**src/rtl/plab4_net_router_input_ctrl_tdm_arb.sv**
```systemverilog
// Ring router input control with strict time-division arbitration between
// security domains: only the slot owner may request or dequeue.
module plab4_net_router_input_ctrl_tdm_arb #(
    parameter int         p_router_id    = 0,
    parameter int         p_num_routers  = 8,
    parameter int         p_num_domains  = 2,
    parameter int         p_slot_cycles  = 1,
    parameter int         p_guard_cycles = 0,
    parameter logic [2:0] p_default_reqs = 3'b001,
    localparam int c_dest_nbits = $clog2(p_num_routers),
    localparam int c_dom_nbits  =
        (p_num_domains > 2) ? $clog2(p_num_domains) : 1
) (
    input  logic                                  clk,
    input  logic                                  reset,
    input  logic [p_num_domains*c_dest_nbits-1:0] dest,
    input  logic [p_num_domains-1:0]              in_val,
    output logic [p_num_domains-1:0]              in_rdy,
    output logic [2:0]                            reqs,
    input  logic [2:0]                            grants,
    output logic [c_dom_nbits-1:0]                domain,
    output logic                                  slot_active,
    output logic                                  slot_start
);

    localparam int c_cnt_nbits =
        (p_slot_cycles > 1) ? $clog2(p_slot_cycles) : 1;

    localparam logic [c_cnt_nbits-1:0]  c_cnt_last =
        c_cnt_nbits'(p_slot_cycles - 1);
    localparam logic [c_dom_nbits-1:0]  c_dom_last =
        c_dom_nbits'(p_num_domains - 1);
    localparam logic [c_dest_nbits-1:0] c_id =
        c_dest_nbits'(p_router_id);
    localparam logic [c_dest_nbits-1:0] c_half =
        c_dest_nbits'(p_num_routers / 2);

    logic [c_cnt_nbits-1:0]  cnt_q, cnt_d;
    logic [c_dom_nbits-1:0]  dom_q, dom_d;
    logic                    act_raw;
    logic [c_dest_nbits-1:0] fd;
    logic [2:0]              route [p_num_domains];

    // Rotation never looks at traffic, so slot timing leaks nothing.
    always_comb begin
        cnt_d = cnt_q + 1'b1;
        dom_d = dom_q;
        if (cnt_q == c_cnt_last) begin
            cnt_d = '0;
            dom_d = (dom_q == c_dom_last) ? '0 : dom_q + 1'b1;
        end
    end

    always_ff @(posedge clk or negedge reset) begin
        if (!reset) begin
            cnt_q <= '0;
            dom_q <= '0;
        end else begin
            cnt_q <= cnt_d;
            dom_q <= dom_d;
        end
    end

    generate
        if (p_guard_cycles == 0) begin : g_no_guard
            assign act_raw = 1'b1;
        end else begin : g_guard
            localparam logic [c_cnt_nbits-1:0] c_guard =
                c_cnt_nbits'(p_guard_cycles);
            assign act_raw = (cnt_q >= c_guard);
        end
    endgenerate

    assign domain      = dom_q;
    assign slot_active = reset & act_raw;
    assign slot_start  = reset & (cnt_q == '0);

    // Forward distance on the ring; ties at half-way go to p2.
    always_comb begin
        fd = '0;
        for (int d = 0; d < p_num_domains; d++) begin
            fd = dest[d*c_dest_nbits +: c_dest_nbits] - c_id;
            if (fd == '0)
                route[d] = p_default_reqs;
            else if (fd <= c_half)
                route[d] = 3'b100;
            else
                route[d] = 3'b001;
        end
    end

    always_comb begin
        reqs   = '0;
        in_rdy = '0;
        for (int d = 0; d < p_num_domains; d++) begin
            if (slot_active && int'(dom_q) == d && in_val[d]) begin
                reqs      = route[d];
                in_rdy[d] = |(route[d] & grants);
            end
        end
    end

endmodule

```
**config.mk**
```make
export PLATFORM = sky130hd
export DESIGN_NAME = plab4_net_router_input_ctrl_tdm_arb
export DESIGN_NICKNAME = d
export VERILOG_FILES = /design/src/rtl/plab4_net_router_input_ctrl_tdm_arb.sv
export SDC_FILE = /design/constraint.sdc
export NUM_CORES = 1
export LEC_CHECK = 0
export CAP_MARGIN = 20
export CORE_AREA = 2 2 39 41
export CTS_CLUSTER_SIZE = 25
export DETAILED_ROUTE_END_ITERATION = 8
export DIE_AREA = 0 0 41 43
export DONT_BUFFER_PORTS = 1
export GPL_ROUTABILITY_DRIVEN = 0
export MAX_ROUTING_LAYER = met4
export PLACE_DENSITY = 0.35
export SKIP_LAST_GASP = 1
export SLEW_MARGIN = 5
export SYNTH_ARGS = -nofsm -noshare
export SYNTH_HDL_FRONTEND = slang
export SYNTH_SLANG_ARGS = --single-unit
export TNS_END_PERCENT = 30
```
**constraint.sdc**
```tcl
create_clock -name clk -period 2 [get_ports clk]
set_clock_uncertainty 0.1 [all_clocks]
set_input_delay 0.4 -clock clk [delete_from_list [all_inputs] [get_ports clk]]
set_output_delay 0.4 -clock clk [all_outputs]
set_load 0.02 [all_outputs]
```
**Word level (Yosys, flattened, before mapping)**

Index checks and enable logic that the tools add are counted.

- Input bits: 13
- Output and inout bits: 8
- Flip-flop bits (word level): 2
- Logic and storage cells: 29

- Bitwise logic cells: 5
- Mux-type cells: 10
- Magnitude comparators: 2
- $add $sub $neg: 2
- Reduce and logical (&&, ||, !) cells: 8

Operators by type and width:

| kind | count |
|---|---|
| $mux W3 | 6 |
| $and A3 B3 Y3 | 2 |
| $le A3 B3 Y1 const B | 2 |
| $logic_not A3 Y1 | 2 |
| $reduce_or A3 Y1 | 2 |
| $logic_and A1 B1 Y1 | 4 |
| $mux W1 | 4 |
| $add A1 B1 Y1 const B | 2 |
| $not A1 Y1 | 2 |
| $and A1 B1 Y1 | 1 |

**Logic depth before layout (Yosys ltp)**

Gate-level depths: netlist of the first run.

- Depth in word-level cells: 6
- Depth in mapped cells: 3
- Gate-level depth less buffers: 3

**Worst setup path after synthesis of the first run**

Ideal clock, no wire load.

- Path kind: flip-flop to output port
- Start point: register dom_q (netlist: domain)
- End point: output in_rdy[0]
- Buffers on the path: 0
- Cell stages (with the launch flop): 4
- Required time: 1,500 ps
- Slack: 335 ps
- Arrival time: 1,165 ps
- Cell sequence: dfrtp_1 nor2b_1 nand3_1 mux2i_1

- Word-level cells in the longest chain between the ends: 4

Ends and longest elaborated chain:

| item | line | RTL |
|---|---|---|
| start: declaration | 39 | `logic [c_dom_nbits-1:0] dom_q, dom_d;` |
| start signal: assignment | 60 | `dom_q <= dom_d;` |
| $not A1 Y1 | 96 | `if (slot_active && int'(dom_q) == d && in_val[d]) begin` |
| $logic_and A1 B1 Y1 (2 in a row) | 96 |  |
| $mux W1 | 96 |  |
| end: declaration | 18 | `output logic [p_num_domains-1:0] in_rdy,` |

Every way passes these cells.

**Final worst setup path of the first run**

Same ends and word-level chain as after synthesis.

==> results.toml, run 1 <==
[run_status]
outcome = "finished, final reports clean"

[global_routing]
grt_pass1_vias = 133
antenna_found_initial = 0
grt_util_all_layers_pct = 4.620
globalRouteOverflowTotal = 0
grt_start_max_net_pins = 10
grt_first_pass_wirelength_um = 579

[route]
postRouteWirelength_um = 390
drt-pass1-iter-count = 2
wl_per_cell_um = 10.26
drc = 0
final_ant_viol_nets = 0
viasPerCell = 3.868
vias = 147
starting_drc_count_in_detailed_routing = 3

[timing]
postLayoutSetupSlackWorst_ps = 328.3
min_period_ps = 1672
clock.fmax_mhz = 598.2
hold_viol_final = 0
timing.final.setup_violations = 0
min_period_over_period_pct = 83.58
tns_ps = 0
drv_slew = 0
rsz_0062_raised_after_global_routing = "false"

[cts]
post_cts.resized_instances = 0
clock_latency_at_the_later_pin_of_the_worst_skew_pair_ps = 0
cts_setup_buffers = 0
cts.reportedPaths.clkPinSlew_ps = 0
cts_hold_buf = 0

[floorplan]
initial_utilization_pct = 11.21
die-height_um = 43
dieWidth_um = 41
floorplan.rows = 14
design.die.area_um2 = 1763
top_level_ports = 21
area_of_the_placeable_core_um2 = 1384

[synth]
synthTopCellsByCount = "buf_4 (3), nand2_1 (3), nand3_1 (3)"
synth_largest_type_area_fraction_pct = 16.13
ys_top_cells_by_area = "dfrtp_1 (16%), buf_4 (15%), mux2i_1 (13%)"
netlist_area_pre_place_um2 = 155.1
syn-num-nets = 35
ys_seq_elements = 1
syn_inst = 22
synth_seq_area_share_pct = 16.13
ys.warnings.count = 0
post_synth.cell_area_avg_um2 = 7.052
synthArstFlopShare_pct = 100.0
post_synth_num_cell_types = 13
primary_flip_flop_cell_chosen_by_synthesis_mapping = "dfrtp_1"
synth_largest_area_cell = "dfrtp_1"
synth_enable_flop_cells = 0

[critical_path]
setup.worst_path.start_class = "flip-flop"
critical_path.endpoint_type = "output port"
crit_arrival_ps = 1170
type_of_the_setup_path_with_the_least_slack = "reg -> out"
critical_path.max_fanout = 5
required_ps = 1500

[run]
max_cap_viol_count = 0

[pwr]
worst_supply_voltage_drop_on_vdd_mv = 0.09316
leakagePower_nw = 0.07365
p_per_area_nw_per_um2 = 264.4

[placement]
dpl_worst_slack_ps = 331.9
port_buffers = 0

[final_layout]
fin_nets = 37
diodes = 0
share_of_final_layout_standard_cells_stronger_than_drive_strength_1_pct = 13.64
largest_register_ff_count = 1
post-route-util_pct = 12.66
syn2layout_area_growth_pct = 12.90

[worst_hold_path]
hp-class = "in -> async"
-- final cells by class --
cell class | count | area, um^2
well taps | 16 | 20.02
flip-flops and latches | 1 | 25.02
multi-input cells | 17 | 103.9
repair buffers | 3 | 22.52
fillers | 160 | 1209
inverters | 1 | 3.754
-- per-layer routing --
layer	up-vias	wire, um	GRT usage (%)
met1	65	132	6.070
met3	0	69	2.094
li1	71	-	-
met4	0	0	0
met5	-	0	-
met2	11	187	6.875
-- path summary, 6_finish.rpt --
| path | startpoint | to | slack (ps) | cells after the start |
|---|---|---|---|---|
| setup reg to reg | domain | domain | 1220 | 1 |
| hold / removal | reset | domain | 5 | 0 |
| hold reg to reg | domain | domain | 490 | 1 |
| min in group clk | domain | domain | 490 | 1 |
| max in group asynchronous | reset | domain | 1730 | 0 |
| setup / recovery | domain | in_rdy[0] | 330 | 4 |
-- per-stage QoR --
step	hold slack, ps	instances	power (mW)	area, um^2
global placement	4.710	38	0.04559	175.2
finish	4.624	38	0.04632	175.2
global route	4.545	38	0.04816	175.2
detailed placement	4.704	38	0.04639	175.2
CTS	4.723	38	0.04655	175.2
floorplan	4.409	22	0.04777	155.1
-- cell families (layout without fill, tap and decap cells) --
family	count (synthesis)	in the layout	share of synthesized area [%]
muxes	2	2	12.90
DFF	1	1	16.13
and+or+nand+nor	10	10	29.84
other	1	1	2.417
AOI/OAI and AO/OA	2	2	10.49
buffers and inverters	4	4	16.93
xor gates and xnor gates	2	2	11.29
-- critical path, stage by stage (launching register included) --
cell	delay, ps
dfrtp_1	460
nor2b_1	290
nand3_1	120
mux2i_1	140
buf_4	160
-- cell usage in the layout, fill, tap and decap left out, types with 2 or more instances in the layout --
cell type and n:
buf_4 3, nand2_1 3, mux2i_1 2, nand3_1 3, nor2_1 2, xnor2_1 2
-- report_power, final --
part	switching, mW	internal, mW	leakage, nW
registers	0	0.0206	0.00927
logic	0.0149	0.0108	0.0644
clock network	0	0	0
total	0.0149	0.0314	0.0736
Note: power is estimated with default switching activity, not from simulation.
==> inputs of run 2 (changes only) <==
--- a/config.mk
+++ b/config.mk
@@ -13,7 +13,7 @@
 export DONT_BUFFER_PORTS = 1
 export GPL_ROUTABILITY_DRIVEN = 0
 export MAX_ROUTING_LAYER = met4
-export PLACE_DENSITY = 0.35
+export PLACE_DENSITY = 0.36
 export SKIP_LAST_GASP = 1
 export SLEW_MARGIN = 5
 export SYNTH_ARGS = -nofsm -noshare
==> constraint.sdc (replaced) <==
create_clock -name clk -period 1.5 [get_ports clk]
set_clock_uncertainty 0.1 [all_clocks]
set_input_delay 0.3 -clock clk [delete_from_list [all_inputs] [get_ports clk]]
set_output_delay 0.3 -clock clk [all_outputs]
set_load 0.02 [all_outputs]
==> run 2 against run 1 <==
  * Worst hold slack better by 420 ps
  * Register-to-register slack worse by 520 ps
  * First-iteration DRC count shrank 67%
  * Cell count is 11% higher
  * Power is 55% higher
  * Die area did not move
  * Wire length rose by 26%
  * Sequential power is 33% higher
  * Sequential share of layout area is 2.7 points lower
  * Via count up 14%
  * Final area increased by 24%
  * Sequential cell count stayed put
==> results.toml, run 2 (synthesized netlist as in run 1, its figures left out) <==
[route]
drc = 0
starting_drc_count_in_detailed_routing = 1
viasPerCell = 4.000
wl_per_cell_um = 11.67
postRouteWirelength_um = 490
final_ant_viol_nets = 0
drt-pass1-iter-count = 2
vias = 168

[global_routing]
grt_pass1_vias = 127
antenna_found_initial = 1
grt_util_all_layers_pct = 4.312
grt_first_pass_wirelength_um = 476
grt_start_max_net_pins = 10
globalRouteOverflowTotal = 0

[critical_path]
required_ps = 1100
setup.worst_path.start_class = "input pin"
critical_path.max_fanout = 3
register_to_register_setup_slack_ps = 700
crit_arrival_ps = 1040
type_of_the_setup_path_with_the_least_slack = "in -> out"
critical_path.endpoint_type = "output port"

[run]
max_cap_viol_count = 0

[pwr]
leakagePower_nw = 0.09092
p_per_area_nw_per_um2 = 332.2
worst_supply_voltage_drop_on_vdd_mv = 0.1153
power_mw = 0.07192

[timing]
hold_viol_final = 0
rsz_0062_raised_after_global_routing = "true"
clock.fmax_mhz = 693.1
drv_slew = 0
timing.final.setup_violations = 0
min_period_ps = 1443
min_period_over_period_pct = 96.18

[floorplan]
die-height_um = 43
floorplan.rows = 14
area_of_the_placeable_core_um2 = 1384
dieWidth_um = 41
initial_utilization_pct = 11.21
design.die.area_um2 = 1763
top_level_ports = 21

[final_layout]
area.sequential_um2 = 25.02
post-route-util_pct = 15.64
fin_nets = 40
syn2layout_area_growth_pct = 39.52
largest_register_ff_count = 1
most_common_cell_after_layout_fill_and_taps_aside = "buf_4"
multiInputGateArea_um2 = 117.6
final_cell_mix = "buf_4 (5), nand2_1 (3), nand3_1 (3), nor2_1 (2)"
final_area_um2 = 216.5
share_of_final_layout_standard_cells_stronger_than_drive_strength_1_pct = 32.00
fill_cells = 159

[cts]
clock_latency_at_the_later_pin_of_the_worst_skew_pair_ps = 0
cts.reportedPaths.clkPinSlew_ps = 0

[placement]
placed_area_um2 = 193.9
port_buffers = 0

[worst_hold_path]
hp-class = "in -> async"

[run_status]
outcome = "finished, final reports clean"
-- run 2: per-stage QoR --
step	TNS, ps	setup WS, ps	instances	hold slack (ps)
2_1_floorplan	-51.60	-29.13	22	-95.59
3_3_place_gp	0	70.66	40	-95.36
3_5_place_dp	0	12.18	40	-95.32
4_1_cts	0	13.59	41	429.3
5_1_grt	-6.310	-6.310	42	434.4
6_report	0	57.26	42	427.2
-- run 2: worst max-delay path: stages --
cell and delay [ps]:
nor2_1 110, xnor2_1 130, buf_4 150, mux2i_2 190
buf_4 160
-- run 2: layer usage --
metal	track usage, %	part of all wire [%]
met1	4.153	35
met2	6.875	38
met3	3.665	26
met4	0	0
met5	-	0
-- run 2: final cells by class --
cell class / instances / share of cell area (%)
repair buffers: 6 / 21.97
flip-flops and latches: 1 / 11.56
well taps: 16 / 9.249
diodes: 1 / 1.156
inverters: 1 / 1.734
multi-input cells: 17 / 54.34
-- run 2: path summary, 6_finish.rpt --
kind | startpoint | end | cells past startpoint
setup reg to reg | domain | domain | 2
max in group asynchronous | reset | domain | 1
setup / recovery | dest[0] | in_rdy[0] | 5
hold / removal | reset | domain | 1
hold reg to reg | domain | domain | 2
min in group clk | reset | slot_active | 0
-- run 2: timing repair --
item / CTS / global route
endpoints found under the setup margin: 0 / 2
hold buffers: 1 / 0
setup buffers: 0 / 0
endpoints found under the hold margin: 1 / 0
resized for setup: 0 / 2
-- run 2: where the power goes --
part              total, mW  switching (mW)  internal [mW]
clock          0.0000000891               0   0.0000000891
combinational        0.0445          0.0227         0.0217
sequential           0.0275               0         0.0275
